===== src/rtl/silencer_settings_loader_pkg.sv =====
// Shared types and constants for the silencer settings path: the committed
// settings bundle, register word offsets, reset defaults and the loader FSM states.
package silencer_settings_loader_pkg;

   typedef struct packed {
      logic        update;
      logic        mode;
      logic [15:0] update_rate_intensity;
      logic [15:0] update_rate_phase;
      logic [15:0] completion_steps_intensity;
      logic [15:0] completion_steps_phase;
   } silencer_settings_t;

   localparam int SILENCER_OFS_FLAG        = 0;
   localparam int SILENCER_OFS_RATE_INT    = 1;
   localparam int SILENCER_OFS_RATE_PHASE  = 2;
   localparam int SILENCER_OFS_STEPS_INT   = 3;
   localparam int SILENCER_OFS_STEPS_PHASE = 4;
   localparam int SILENCER_NUM_WORDS       = 5;

   localparam logic        SILENCER_DEFAULT_MODE        = 1'b1;
   localparam logic [15:0] SILENCER_DEFAULT_RATE_INT    = 16'd256;
   localparam logic [15:0] SILENCER_DEFAULT_RATE_PHASE  = 16'd256;
   localparam logic [15:0] SILENCER_DEFAULT_STEPS_INT   = 16'd10;
   localparam logic [15:0] SILENCER_DEFAULT_STEPS_PHASE = 16'd40;

   typedef enum logic [1:0] {
      LD_IDLE,
      LD_ISSUE,
      LD_DRAIN,
      LD_COMMIT
   } loader_state_t;

   // A rate or step count of zero would stall the silencer, so it is forced to 1.
   function automatic logic [15:0] nonzero(input logic [15:0] v);
      return (v == 16'd0) ? 16'd1 : v;
   endfunction

   function automatic silencer_settings_t silencer_settings_default();
      silencer_settings_t s;
      s.update                     = 1'b0;
      s.mode                       = SILENCER_DEFAULT_MODE;
      s.update_rate_intensity      = SILENCER_DEFAULT_RATE_INT;
      s.update_rate_phase          = SILENCER_DEFAULT_RATE_PHASE;
      s.completion_steps_intensity = SILENCER_DEFAULT_STEPS_INT;
      s.completion_steps_phase     = SILENCER_DEFAULT_STEPS_PHASE;
      return s;
   endfunction

endpackage


===== src/rtl/silencer_settings_loader_tracker.sv =====
// Enable/index delay line matching a pipelined BRAM read port; emits the index
// of each returning word together with a valid flag, DEPTH cycles after issue.
module bram_read_tracker #(
   parameter int DEPTH = 2,
   parameter int IDX_W = 3
) (
   input  logic             clk,
   input  logic             rst_n,
   input  logic             en,
   input  logic [IDX_W-1:0] idx,
   output logic             valid,
   output logic [IDX_W-1:0] valid_idx
);

   logic [DEPTH-1:0] v_pipe;
   logic [IDX_W-1:0] idx_pipe [DEPTH];

   always_ff @(posedge clk or negedge rst_n) begin
      if (!rst_n) begin
         v_pipe <= '0;
         for (int i = 0; i < DEPTH; i++) idx_pipe[i] <= '0;
      end else begin
         v_pipe[0]   <= en;
         idx_pipe[0] <= idx;
         for (int i = 1; i < DEPTH; i++) begin
            v_pipe[i]   <= v_pipe[i-1];
            idx_pipe[i] <= idx_pipe[i-1];
         end
      end
   end

   assign valid     = v_pipe[DEPTH-1];
   assign valid_idx = idx_pipe[DEPTH-1];

endmodule


===== src/rtl/silencer_settings_loader.sv =====
// Fetches the five silencer register words from controller BRAM on request,
// sanitises them and commits them to the silencer as one atomic update.
//
// state     | meaning
// ----------+-----------------------------------------------------------
// LD_IDLE   | waiting for req
// LD_ISSUE  | five read enables, addresses BASE_ADDR+0..4
// LD_DRAIN  | waiting for the last word to return from BRAM
// LD_COMMIT | outputs hold the new set, update strobe high for one cycle
module silencer_settings_loader
   import silencer_settings_loader_pkg::*;
#(
   parameter int                ADDR_W     = 8,
   parameter logic [ADDR_W-1:0] BASE_ADDR  = ADDR_W'(8'h40),
   parameter int                RD_LATENCY = 2
) (
   input  logic               clk,
   input  logic               rst_n,
   input  logic               req,
   output logic               busy,
   output logic               bram_en,
   output logic [ADDR_W-1:0]  bram_addr,
   input  logic [15:0]        bram_dout,
   output silencer_settings_t silencer_settings
);

   localparam logic [2:0] LAST_IDX = 3'(SILENCER_NUM_WORDS - 1);

   loader_state_t      state_q, state_d;
   logic [2:0]         issue_q, issue_d;
   logic               pending_q, pending_d;
   logic               commit_load;
   logic               trk_valid;
   logic [2:0]         trk_idx;
   logic               last_capture;
   logic [15:0]        shadow_q    [SILENCER_NUM_WORDS];
   logic [15:0]        shadow_next [SILENCER_NUM_WORDS];
   silencer_settings_t committed_q;

   bram_read_tracker #(
      .DEPTH (RD_LATENCY),
      .IDX_W (3)
   ) u_tracker (
      .clk       (clk),
      .rst_n     (rst_n),
      .en        (bram_en),
      .idx       (issue_q),
      .valid     (trk_valid),
      .valid_idx (trk_idx)
   );

   always_comb begin
      for (int i = 0; i < SILENCER_NUM_WORDS; i++) shadow_next[i] = shadow_q[i];
      if (trk_valid) shadow_next[trk_idx] = bram_dout;
   end

   always_ff @(posedge clk or negedge rst_n) begin
      if (!rst_n) begin
         for (int i = 0; i < SILENCER_NUM_WORDS; i++) shadow_q[i] <= '0;
      end else begin
         for (int i = 0; i < SILENCER_NUM_WORDS; i++) shadow_q[i] <= shadow_next[i];
      end
   end

   assign last_capture = trk_valid && (trk_idx == LAST_IDX);

   always_ff @(posedge clk or negedge rst_n) begin
      if (!rst_n) begin
         state_q   <= LD_IDLE;
         issue_q   <= '0;
         pending_q <= 1'b0;
      end else begin
         state_q   <= state_d;
         issue_q   <= issue_d;
         pending_q <= pending_d;
      end
   end

   always_comb begin
      state_d     = state_q;
      issue_d     = issue_q;
      pending_d   = pending_q;
      commit_load = 1'b0;
      case (state_q)
         LD_IDLE: begin
            if (req) begin
               state_d = LD_ISSUE;
               issue_d = '0;
            end
         end
         LD_ISSUE: begin
            if (issue_q == LAST_IDX) state_d = LD_DRAIN;
            else                     issue_d = issue_q + 3'd1;
         end
         LD_DRAIN: begin
            if (last_capture) begin
               state_d     = LD_COMMIT;
               commit_load = 1'b1;
            end
         end
         LD_COMMIT: begin
            pending_d = 1'b0;
            if (pending_q || req) begin
               state_d = LD_ISSUE;
               issue_d = '0;
            end else begin
               state_d = LD_IDLE;
            end
         end
         default: state_d = LD_IDLE;
      endcase
      if (req && (state_q == LD_ISSUE || state_q == LD_DRAIN)) pending_d = 1'b1;
   end

   // Loaded on the edge into LD_COMMIT so the new set is visible exactly
   // while the update strobe is high, including the word arriving that cycle.
   always_ff @(posedge clk or negedge rst_n) begin
      if (!rst_n) begin
         committed_q <= silencer_settings_default();
      end else if (commit_load) begin
         committed_q.update                     <= 1'b0;
         committed_q.mode                       <= shadow_next[SILENCER_OFS_FLAG][0];
         committed_q.update_rate_intensity      <= nonzero(shadow_next[SILENCER_OFS_RATE_INT]);
         committed_q.update_rate_phase          <= nonzero(shadow_next[SILENCER_OFS_RATE_PHASE]);
         committed_q.completion_steps_intensity <= nonzero(shadow_next[SILENCER_OFS_STEPS_INT]);
         committed_q.completion_steps_phase     <= nonzero(shadow_next[SILENCER_OFS_STEPS_PHASE]);
      end
   end

   always_comb begin
      silencer_settings        = committed_q;
      silencer_settings.update = (state_q == LD_COMMIT);
   end

   assign busy      = (state_q != LD_IDLE);
   assign bram_en   = (state_q == LD_ISSUE);
   assign bram_addr = bram_en ? (BASE_ADDR + ADDR_W'(issue_q)) : '0;

endmodule

===== config.mk =====
export PLATFORM = sky130hd
export DESIGN_NAME = silencer_settings_loader
export DESIGN_NICKNAME = d
export VERILOG_FILES = /design/src/rtl/silencer_settings_loader_pkg.sv /design/src/rtl/silencer_settings_loader_tracker.sv /design/src/rtl/silencer_settings_loader.sv
export SDC_FILE = /design/constraint.sdc
export NUM_CORES = 1
export LEC_CHECK = 0
export ABC_AREA = 1
export CORE_ASPECT_RATIO = 1.5
export CORE_UTILIZATION = 57
export DETAILED_ROUTE_END_ITERATION = 16
export DONT_BUFFER_PORTS = 1
export PLACE_DENSITY_LB_ADDON = 0.08
export REMOVE_ABC_BUFFERS = 1
export SLEW_MARGIN = 25
export SYNTH_ARGS = -nofsm -noshare
export SYNTH_HDL_FRONTEND = slang
export SYNTH_HIERARCHICAL = 1
export SYNTH_SLANG_ARGS = --single-unit

===== constraint.sdc =====
create_clock -name clk -period 1.53 [get_ports clk]
set_input_delay 0.459 -clock clk [delete_from_list [all_inputs] [get_ports clk]]
set_output_delay 0.459 -clock clk [all_outputs]
set_load 0.02 [all_outputs]

==> results.txt <==
----------------------------------------------------
[Finish]
  Final nets ... 827
  Number of inserted diodes ... 0
  Area growth from synthesis to layout ... 48.0%
  Layout Utilization ... 87.3%
  Layout Cells excl Fill ... 955
  Fraction of final layout cells sized beyond drive strength 1 ... 48.0%

[Clock network]
  Sinks on the clock net ... 144
  TritonCTS clock tree ... built
  Reg clk slew, reported paths ... 0.06 ns
  H-tree depth reported by CTS ... 4
  Maximum buffer depth of the clock tree ... 2
  Clock root cell ... sky130_fd_sc_hd__clkbuf_16
  Insertion delay to the later sink of the worst-skew pair ... 0.43 ns
  Clock buffers created by TritonCTS ... 17

[Placed design]
  Final Wtd Congestion ... 0.829
  DPL Wire Length ... 9120 µm
  Pre-CTS WS ... -0.258 ns
  Number of I/O port buffers ... 0
  Number of placed instances, taps included ... 868

[Setup path]
  Critical path data arrival time ... 2.30 ns
  Crit path max-delay family ... simple AND/OR/NAND/NOR gates
  Required time worst endpoint ... 1.88 ns
  Number of buffers and inverters on the critical path ... 4
  Delay of the slowest cell on the worst path ... 0.43 ns
  Cell Chain, Critical Path ... inv_2 > buf_6 > nor2_4 > buf_12 > buf_12 > nand2_8 > nand2_1 > nand2_1 > nor2_1 > nand2_1 > nor2_2 > nand2_1 > a21oi_2
  Critical Path Source Type ... flip-flop
  Crit path kind ... reg2reg
  Kind of end point of the critical path ... flip-flop
  Slowest-stage cell, CP ... sky130_fd_sc_hd__dfrtp_1
  Most numerous cell on the critical path ... sky130_fd_sc_hd__nand2_1
  Biggest fanout along the worst timing path ... 4

[Power and ir drop]
  Clk pwr share ... 21.3%
  Internal power summed over all cells ... 0.0120 W
  Comb power frac ... 37.5%
  Sw Pwr ... 0.00819 W
  Peak supply drop ... 1.44 mV
  Share of total power in sequential cells ... 41.2%
  Sw frac ... 40.5%
  Static leakage power ... 4.36 nW
  PwrDens ... 2270 nW/µm²

[Synth]
  Sequential element share of the synthesized area ... 60.1%
  Cell types with the highest counts after synthesis ... sky130_fd_sc_hd__nand2_1, sky130_fd_sc_hd__dfrtp_1, sky130_fd_sc_hd__nor2_1, sky130_fd_sc_hd__nand2_2, sky130_fd_sc_hd__inv_1
  Netlist Area Pre-Place ... 6010 µm²
  Syn Area/Cell ... 8.81 µm²
  Top cells by area in the synthesized netlist ... sky130_fd_sc_hd__dfrtp_1, sky130_fd_sc_hd__nand2_1, sky130_fd_sc_hd__nand2_2, sky130_fd_sc_hd__dfstp_2, sky130_fd_sc_hd__nor2_1
  Total number of yosys warnings ... 6
  Number of enable-type register cells in the synthesized netlist ... 0
  Yosys top cell by area ... sky130_fd_sc_hd__dfrtp_1
  Post-synth top flop ... sky130_fd_sc_hd__dfrtp_1
  Number of storage elements in the synthesis netlist ... 144
  Post-Syn Instances ... 682
  Top-area cell type share of the netlist area ... 57.0%
  Most frequently used cell type in the post-synthesis netlist ... sky130_fd_sc_hd__nand2_1
  Post-synthesis cell type count ... 27
  Synth async-reset ratio ... 100%

[Run status]
  Violations in the final reports ... hold timing, setup timing
  Status ... finished, violations left

[Floorplan]
  Vertical die dimension ... 128 µm
  Die outline area ... 11,000 µm²
  Num ports ... 95
  FP Rows ... 45
  Initial cell density of the core ... 59.0%
  Floorplan core area ... 10,200 µm²
  Die width ... 85.8 µm

[Timing]
  RSZ-0062 raised after global routing ... yes
  Setup slack of the critical path after layout ... -0.411 ns
  Final Slew Violations ... 0
  Final setup fails ... 85
  Clock period minus worst slack ... 1.94 ns
  Final number of hold-violating endpoints ... 144
  Final Skew ... 0.00913 ns
  Share of the cycle needed by the critical path after routing ... 127%
  F_max ... 515 MHz
  Final hold slack ... -0.274 ns

[Global routing]
  GRT Util Overall ... 33.6%
  Largest net degree at the start of global routing ... 145
  Antenna violations before repair ... 0
  Global-route congestion overflow total ... 0
  Wire length of the first global-routing pass ... 27,200 µm
  Via count of the first global-routing pass ... 5,409

[Job]
  Total of max-cap violations ... 0

[Route]
  Wire length after detailed routing ... 20,300 µm
  Count of routing violations after the opening detailed-route iteration ... 435
  Number of remaining DRC errors ... 0
  Vias per Instance ... 5.72
  Number of nets still failing antenna checks after routing ... 0
  Detailed-router iteration count before antenna repair ... 7
  Vias ... 5,460
  Average routed wire per standard cell ... 21.3 µm

[Hold path]
  Kind of path behind the tightest hold check ... in2async

----------------------------------------------------
## registers in the layout, summed over array words and instances (netlist names)
name	flops
u_tracker/valid_idx	3
u_tracker/v_pipe	2
state_q	2
shadow_q	65
silencer_settings	65
u_tracker/idx_pipe	3
pending_q	1
issue_q	3
## through the flow
| step | total power [W] | TNS, ns | hold slack (ns) | area (µm²) |
|---|---|---|---|---|
| CTS | 0.0183 | -9.86 | -0.272 | 8390 |
| floorplan | 0.0106 | -78.86 | 0.163 | 5830 |
| finish | 0.0202 | -15.43 | -0.274 | 8890 |
| global placement | 0.0125 | -8.62 | 0.166 | 6600 |
| detailed placement | 0.0128 | -11.53 | 0.167 | 6600 |
| global route | 0.0211 | -19.41 | -0.282 | 8890 |
## power by group through the flow
stage	logic, W	clock network [W]	registers (W)
floorplan	0.00297	0	0.00764
global placement	0.00468	0	0.00784
detailed placement	0.00485	0	0.00791
CTS	0.00596	0.00426	0.00805
global route	0.00812	0.00449	0.00848
finish	0.00758	0.00431	0.00834
## final cells by class
type                            instances  area (µm²)
Timing Repair inverter                  1        20.0
Inverter                               35         175
Tap cell                              141         176
Fill cell                             415        1300
Sequential cell                       144        3610
Clock inverter                          9         134
Clock buffer                           23         478
Timing Repair Buffer                  120        1320
Multi-Input combinational cell        482        2980
## final timing paths
path / depth (start not counted) / slack [ns] / to / start
worst max register to register: 13 / -0.41 / silencer_settings[0] / u_tracker/valid_idx[2]
min in group clk: 2 / 0.14 / silencer_settings[11] / bram_dout[11]
max in group asynchronous: 0 / 1.55 / silencer_settings[17] / rst_n
worst min register to register: 0 / 0.35 / u_tracker/valid_idx[0] / u_tracker/idx_pipe[3]
worst max-delay path: 13 / -0.41 / silencer_settings[0] / u_tracker/valid_idx[2]
worst min-delay path: 0 / -0.27 / silencer_settings[55] / rst_n
## cell usage in the layout (no fill, tap or decap), drive strengths merged
master / netlist / routed
inv: 35 / 35
mux2i: 1 / 1
nand2: 344 / 351
nand4: 1 / 1
nand3: 23 / 23
a21oi: 7 / 7
clkinvlp: 0 / 4
o22ai: 2 / 2
o211ai: 1 / 1
dfrtp: 137 / 137
o21ai: 28 / 28
clkbuf: 3 / 23
bufinv: 0 / 3
conb: 1 / 4
clkinv: 0 / 3
nor2: 52 / 52
ha: 7 / 7
or2: 4 / 4
buf: 28 / 120
o221ai: 1 / 1
dfstp: 7 / 7
## kinds of logic after synthesis
kind of cell    synth area share [%]
other cells                   0.0624
simple gates                    29.3
mux                            0.167
fa+ha+maj                       1.46
flops                           60.1
compound gates                  3.46
buf+inv                         5.43
## what timing repair did
action / in CTS / in global routing
endpoints found under the hold margin: 144 / 144
cloned: 15 / 4
pin swaps: 64 / 75
setup buffers: 31 / 15
gates resized for setup: 169 / 144
endpoints found under the setup margin: 77 / 80
## routing by layer
layer	up-vias	wire [µm]	global-route usage (%)	share of wire (%)
met5	-	0	0	0
met2	309	10200	56.3	50
li1	2338	-	-	-
met4	0	1600	20.7	7.9
met3	129	1490	9.92	7.3
met1	2684	7020	37.6	34
Power figures use the tool's default switching activity.
